--- src/rtl/ewrapper_tx_sched_pkg.sv ---
// rtl/ewrapper_tx_sched_pkg.sv - shared frame, state and transaction-field constants
package ewrapper_tx_sched_pkg;

  localparam int TRAN_W = 104;
  localparam int WORD_W = 72;
  localparam int CNT_W  = 16;

  localparam logic [7:0] FRAME_START = 8'h3F;
  localparam logic [7:0] FRAME_BODY  = 8'hFF;
  localparam logic [7:0] FRAME_IDLE  = 8'h00;

  // Transaction layout {ctrl[7:0], dst[31:0], data[31:0], src[31:0]}, MSB first.
  localparam int CTRL_LSB = 96;
  localparam int DST_LSB  = 64;
  localparam int DATA_LSB = 32;
  localparam int SRC_LSB  = 0;

  typedef enum logic [1:0] {
    ST_IDLE  = 2'd0,
    ST_BEAT0 = 2'd1,
    ST_BEAT1 = 2'd2
  } tx_state_e;

endpackage

--- src/rtl/ewrapper_rr_arb2.sv ---
// rtl/ewrapper_rr_arb2.sv - two-way round-robin arbiter with a preferred-requester pointer
module ewrapper_rr_arb2 (
  input  logic       clk_i,
  input  logic       rst_i,
  input  logic [1:0] req_i,
  input  logic       advance_i,
  output logic [1:0] grant_o
);

  logic ptr_q;
  logic ptr_d;

  // A lone requester wins outright; the pointer only breaks ties.
  always_comb begin
    if (req_i == 2'b11) begin
      grant_o = ptr_q ? 2'b10 : 2'b01;
    end else begin
      grant_o = req_i;
    end
  end

  always_comb begin
    ptr_d = ptr_q;
    if (advance_i && (grant_o != 2'b00)) begin
      ptr_d = grant_o[0];
    end
  end

  always_ff @(posedge clk_i) begin
    if (rst_i) begin
      ptr_q <= 1'b0;
    end else begin
      ptr_q <= ptr_d;
    end
  end

endmodule

--- src/rtl/ewrapper_tx_sched.sv ---
// rtl/ewrapper_tx_sched.sv - two-requester transaction scheduler packing 104-bit transactions into 72-bit beats
module ewrapper_tx_sched
  import ewrapper_tx_sched_pkg::*;
(
  input  logic                CLK_DIV_IN,
  input  logic                RESET,
  input  logic                TX_WAIT,
  input  logic                VALID0,
  input  logic [TRAN_W-1:0]   TRAN0,
  output logic                READY0,
  input  logic                VALID1,
  input  logic [TRAN_W-1:0]   TRAN1,
  output logic                READY1,
  output logic [WORD_W-1:0]   DATA_OUT_FROM_DEVICE,
  output logic                BUSY,
  output logic [CNT_W-1:0]    TX_COUNT
);

  tx_state_e         state_q;
  tx_state_e         state_d;
  logic [TRAN_W-1:0] hold_q;
  logic [TRAN_W-1:0] hold_d;
  logic [WORD_W-1:0] dout_q;
  logic [WORD_W-1:0] dout_d;
  logic [CNT_W-1:0]  tx_count_q;
  logic [CNT_W-1:0]  tx_count_d;
  logic [1:0]        grant;
  logic              accept;
  logic [TRAN_W-1:0] sel_tran;

  function automatic logic [WORD_W-1:0] pack_word(input tx_state_e beat, input logic [TRAN_W-1:0] t);
    if (beat == ST_BEAT0) begin
      return {FRAME_START, t[CTRL_LSB +: 8], t[DST_LSB +: 32], t[DATA_LSB + 8 +: 24]};
    end
    return {FRAME_BODY, t[DATA_LSB +: 8], t[SRC_LSB +: 32], 24'h0};
  endfunction

  // Reset suppresses accept so no READY can escape in a reset cycle.
  assign accept   = (state_q == ST_IDLE) & ~TX_WAIT & (VALID0 | VALID1) & ~RESET;
  assign sel_tran = grant[1] ? TRAN1 : TRAN0;

  ewrapper_rr_arb2 u_arb (
    .clk_i     (CLK_DIV_IN),
    .rst_i     (RESET),
    .req_i     ({VALID1, VALID0}),
    .advance_i (accept),
    .grant_o   (grant)
  );

  always_ff @(posedge CLK_DIV_IN) begin
    if (RESET) begin
      state_q <= ST_IDLE;
    end else begin
      state_q <= state_d;
    end
  end

  always_comb begin
    state_d = state_q;
    case (state_q)
      ST_IDLE:  if (accept) state_d = ST_BEAT0;
      ST_BEAT0: state_d = ST_BEAT1;
      ST_BEAT1: state_d = ST_IDLE;
      default:  state_d = ST_IDLE;
    endcase
  end

  // TX_WAIT is only consulted through accept, so a beat in flight is never stalled.
  always_comb begin
    READY0     = accept & grant[0];
    READY1     = accept & grant[1];
    hold_d     = hold_q;
    dout_d     = {FRAME_IDLE, 64'h0};
    tx_count_d = tx_count_q;
    if (accept) begin
      hold_d     = sel_tran;
      dout_d     = pack_word(ST_BEAT0, sel_tran);
      tx_count_d = tx_count_q + 16'd1;
    end else if (state_q == ST_BEAT0) begin
      dout_d     = pack_word(ST_BEAT1, hold_q);
    end
  end

  always_ff @(posedge CLK_DIV_IN) begin
    if (RESET) begin
      hold_q     <= '0;
      dout_q     <= '0;
      tx_count_q <= '0;
    end else begin
      hold_q     <= hold_d;
      dout_q     <= dout_d;
      tx_count_q <= tx_count_d;
    end
  end

  assign DATA_OUT_FROM_DEVICE = dout_q;
  assign BUSY                 = (state_q != ST_IDLE);
  assign TX_COUNT             = tx_count_q;

endmodule

--- config.mk ---
export PLATFORM = sky130hd
export DESIGN_NAME = ewrapper_tx_sched
export DESIGN_NICKNAME = d
export VERILOG_FILES = /design/src/rtl/ewrapper_tx_sched_pkg.sv /design/src/rtl/ewrapper_rr_arb2.sv /design/src/rtl/ewrapper_tx_sched.sv
export SDC_FILE = /design/constraint.sdc
export NUM_CORES = 1
export LEC_CHECK = 0
export BUFFER_PORTS_ARGS = -buffer_cell sky130_fd_sc_hd__buf_2
export CAP_MARGIN = 20
export CORE_ASPECT_RATIO = 0.75
export CORE_MARGIN = 2
export CORE_UTILIZATION = 35
export DETAILED_ROUTE_END_ITERATION = 8
export PLACE_DENSITY = 0.66
export SYNTH_ARGS = -nofsm -noshare
export SYNTH_HDL_FRONTEND = slang
export SYNTH_SLANG_ARGS = --single-unit
--- constraint.sdc ---
create_clock -name CLK_DIV_IN -period 1.9 [get_ports CLK_DIV_IN]
set_input_delay 0.38 -clock CLK_DIV_IN [delete_from_list [all_inputs] [get_ports CLK_DIV_IN]]
set_output_delay 0.38 -clock CLK_DIV_IN [all_outputs]
set_load 0.03 [all_outputs]
==> reports/metrics.cfg <==
[outcome]
status=completed

[detailed_routing]
drt_wl_total_um=17450
drtIter0Drc=241
drt-pass1-iter-count=4
drtAntennaViolNets=0
vias_per_cell=4.834
num_vias=5661
drc=0
wl_per_cell_um=14.90

[power_and_ir_drop]
p_comb_frac=0.158
power_switching_share=0.2648
power_w=0.007068
seqPwrFrac=0.402
p_switching_w=0.001872
p_clk_frac=0.440
p_per_area_nw_per_um2=906.6
intPower_w=0.005196
p_leak_nw=3.792
vdd_drop_max_mv=0.5343

[final_layout]
fin_area_um2=7796
area_growth_pct=46.03
layout_commonest_cell=buf_2
mostFrequentLayoutCells=buf_2, nand2_1, dfxtp_1
multi_input_area_um2=2579
regArea_um2=2505
fill_cells=1456
antennaDiodeCount=0
layout.nets=1167
layout-drive-gt1-share=0.3934

[floorplanning]
io_pins=304
fp.dieH_um=111.0
fp-row-count=39
dieArea_um2=16270
core_um2=15080
fp.dieW_um=146.6
start_util=0.3541

[logic_synthesis]
syn_inst=662
avgSynthCellArea_um2=8.065
synth_top_area_share=0.4687
yosysTopAreaCell=dfxtp_1
syn_area_um2=5339
synthTopCellsByArea=dfxtp_1, nand2_1, a311oi_1
ys_ff_latch=125
syn_nets=876
yosysUniqueCellTypes=40
ys_seq_area_frac=0.4687
synth_flop_cell=dfxtp_1
synth_warnings=0
synth_edf_count=0
synthArstFlopShare=0

[global_route]
antenna_found_initial=0
grt-ovfl-total=0
grt_usage=0.2094
grt_max_degree=51
grt_pass1_vias=5236
grt_pass1_wl_um=26740

[clock_network]
numCtsBuffers=17
hold_buffers=0
cts_max_path_buffers=2
cts_tree=built
path_clk_slew_ns=0.06
htreeDepth=4
clockRootBuffer=clkbuf_16
worstSkewPairLatency_ns=0.41
cts.sink_count=125

[critical_path]
arrival_ns=1.45
critPathLaunchType=flip-flop
cp_max_fo=8
critical_path.slowest_cell=dfxtp_2
cpPeakStageDelay_ns=0.33
required_ns=1.52
crit_family=simple AND/OR/NAND/NOR gates
endpoint_kind=primary output
critPathKind=reg -> out
crit_chain=nor2_4 > nand3b_1 > buf_6 > nor2_4 > buf_6
cp_num_buf_inv=2

[timing]
finalSetupTns_ns=0
setup_viol=0
fmax_ghz=0.5469
fin_skew_ns=0.005159
timing.final.crit_share=0.9624
maxSlewViolCount=0
worst_pin_slew_ns=0.4107
rsz0062_at_grt=yes
relSlewSlack=0.7262
period_needed_ns=1.829
hold_viol_final=0

[placement]
post-dp-hpwl_um=12910
postPlaceCellArea_um2=7187
port_buffers=303
gp_congestion=0.7967

[min_path]
worstHoldPathType=in -> reg

[run]
cap_violations=0

area by class of cell:
cell class / instances / area share
clock inverters: 11 / 0.01525
multi-input cells: 474 / 0.3308
inverters: 2 / 0.0009629
clock buffers: 21 / 0.05778
repair buffers: 333 / 0.2411
well taps: 205 / 0.03290
flip-flops and latches: 125 / 0.3213
power by group through the flow:
| stage | combinational, W | sequential [W] | clock, W |
|---|---|---|---|
| after global placement | 0.00110 | 0.00289 | 0 |
| after detailed placement | 0.00111 | 0.00289 | 0 |
| final | 0.00112 | 0.00284 | 0.00311 |
| after floorplan | 0.000491 | 0.00302 | 0 |
| after CTS | 0.00112 | 0.00284 | 0.00319 |
| after global routing | 0.00123 | 0.00285 | 0.00330 |
cells in the mapped netlist, types with 2 or more instances:
cell and n:
a21boi_0 19, a21oi_1 49, a311oi_1 40, and2_1 2, and3_1 19, and4_1 2
buf_1 6, buf_2 13, buf_4 9, clkbuf_1 33, dfxtp_1 125, mux2_2 4
mux2i_1 21, nand2_1 176, nand2b_1 2, nand3_1 5, nand4_1 3, nor2_1 53
nor2b_1 6, nor4_1 3, nor4b_1 2, o21ai_0 43, o31ai_1 2, or3_1 4
or4_1 2, xnor2_1 4, xor2_1 2
final timing paths:
kind	from	end	slack, ns	cells after the start
max	state_q[0]	READY0	0.07	5
min reg2reg	hold_q[35]	DATA_OUT_FROM_DEVICE[59]	0.45	2
max reg2reg	state_q[0]	TX_COUNT[13]	0.12	5
min	TRAN1[45]	DATA_OUT_FROM_DEVICE[5]	0.20	3
state kept, by name, indices dropped and copies added, names as in the netlist:
name / cells
hold_q: 40
state_q: 2
TX_COUNT: 16
DATA_OUT_FROM_DEVICE: 66
u_arb.ptr_q: 1
cell families (layout without fill, tap and decap cells):
logic type / count (synthesis) / in the layout / synth area share
AND/OR/NAND/NOR: 287 / 287 / 0.2332
AO/OA/AOI/OAI: 155 / 155 / 0.1844
flip-flops: 125 / 125 / 0.4687
buffers and inverters: 63 / 367 / 0.05366
multiplexers: 25 / 25 / 0.04781
XOR/XNOR: 6 / 6 / 0.009843
adder cells (fa/ha/maj): 1 / 1 / 0.002343
metrics by stage:
| step | hold slack [ns] | std cells | util | setup WS (ns) |
|---|---|---|---|---|
| floorplan | 0.4257 | 662 | - | 0.02092 |
| global placement | 0.4370 | 1137 | 0.4766 | 0.06271 |
| detailed placement | 0.4428 | 1137 | 0.4766 | 0.01810 |
| CTS | 0.1803 | 1171 | 0.5157 | 0.03182 |
| global route | 0.1954 | 1171 | 0.5171 | -0.01797 |
| finish | 0.2009 | 1171 | 0.5171 | 0.07138 |
layer usage:
metal  global-route usage  wire [um]  vias to the layer above
met5                    0          0                        -
met4              0.07573        231                        0
met3              0.05761       1267                       21
met2               0.3421       8126                      225
met1               0.2655       7820                     2562
li1                     -          -                     2853
worst register-to-register path, cell delays in order, from the launching register on:
cell	delay [ns]
dfxtp_2	0.33
nor2_4	0.14
inv_2	0.08
or3_1	0.49
nor4_1	0.26
mux2_2	0.38
timing repair:
action / in CTS / in global routing
buffers inserted: 2 / 0
gates resized for setup: 2 / 7
setup endpoints to repair: 2 / 3
pin swaps: 2 / 2
Power figures use the tool's default switching activity.
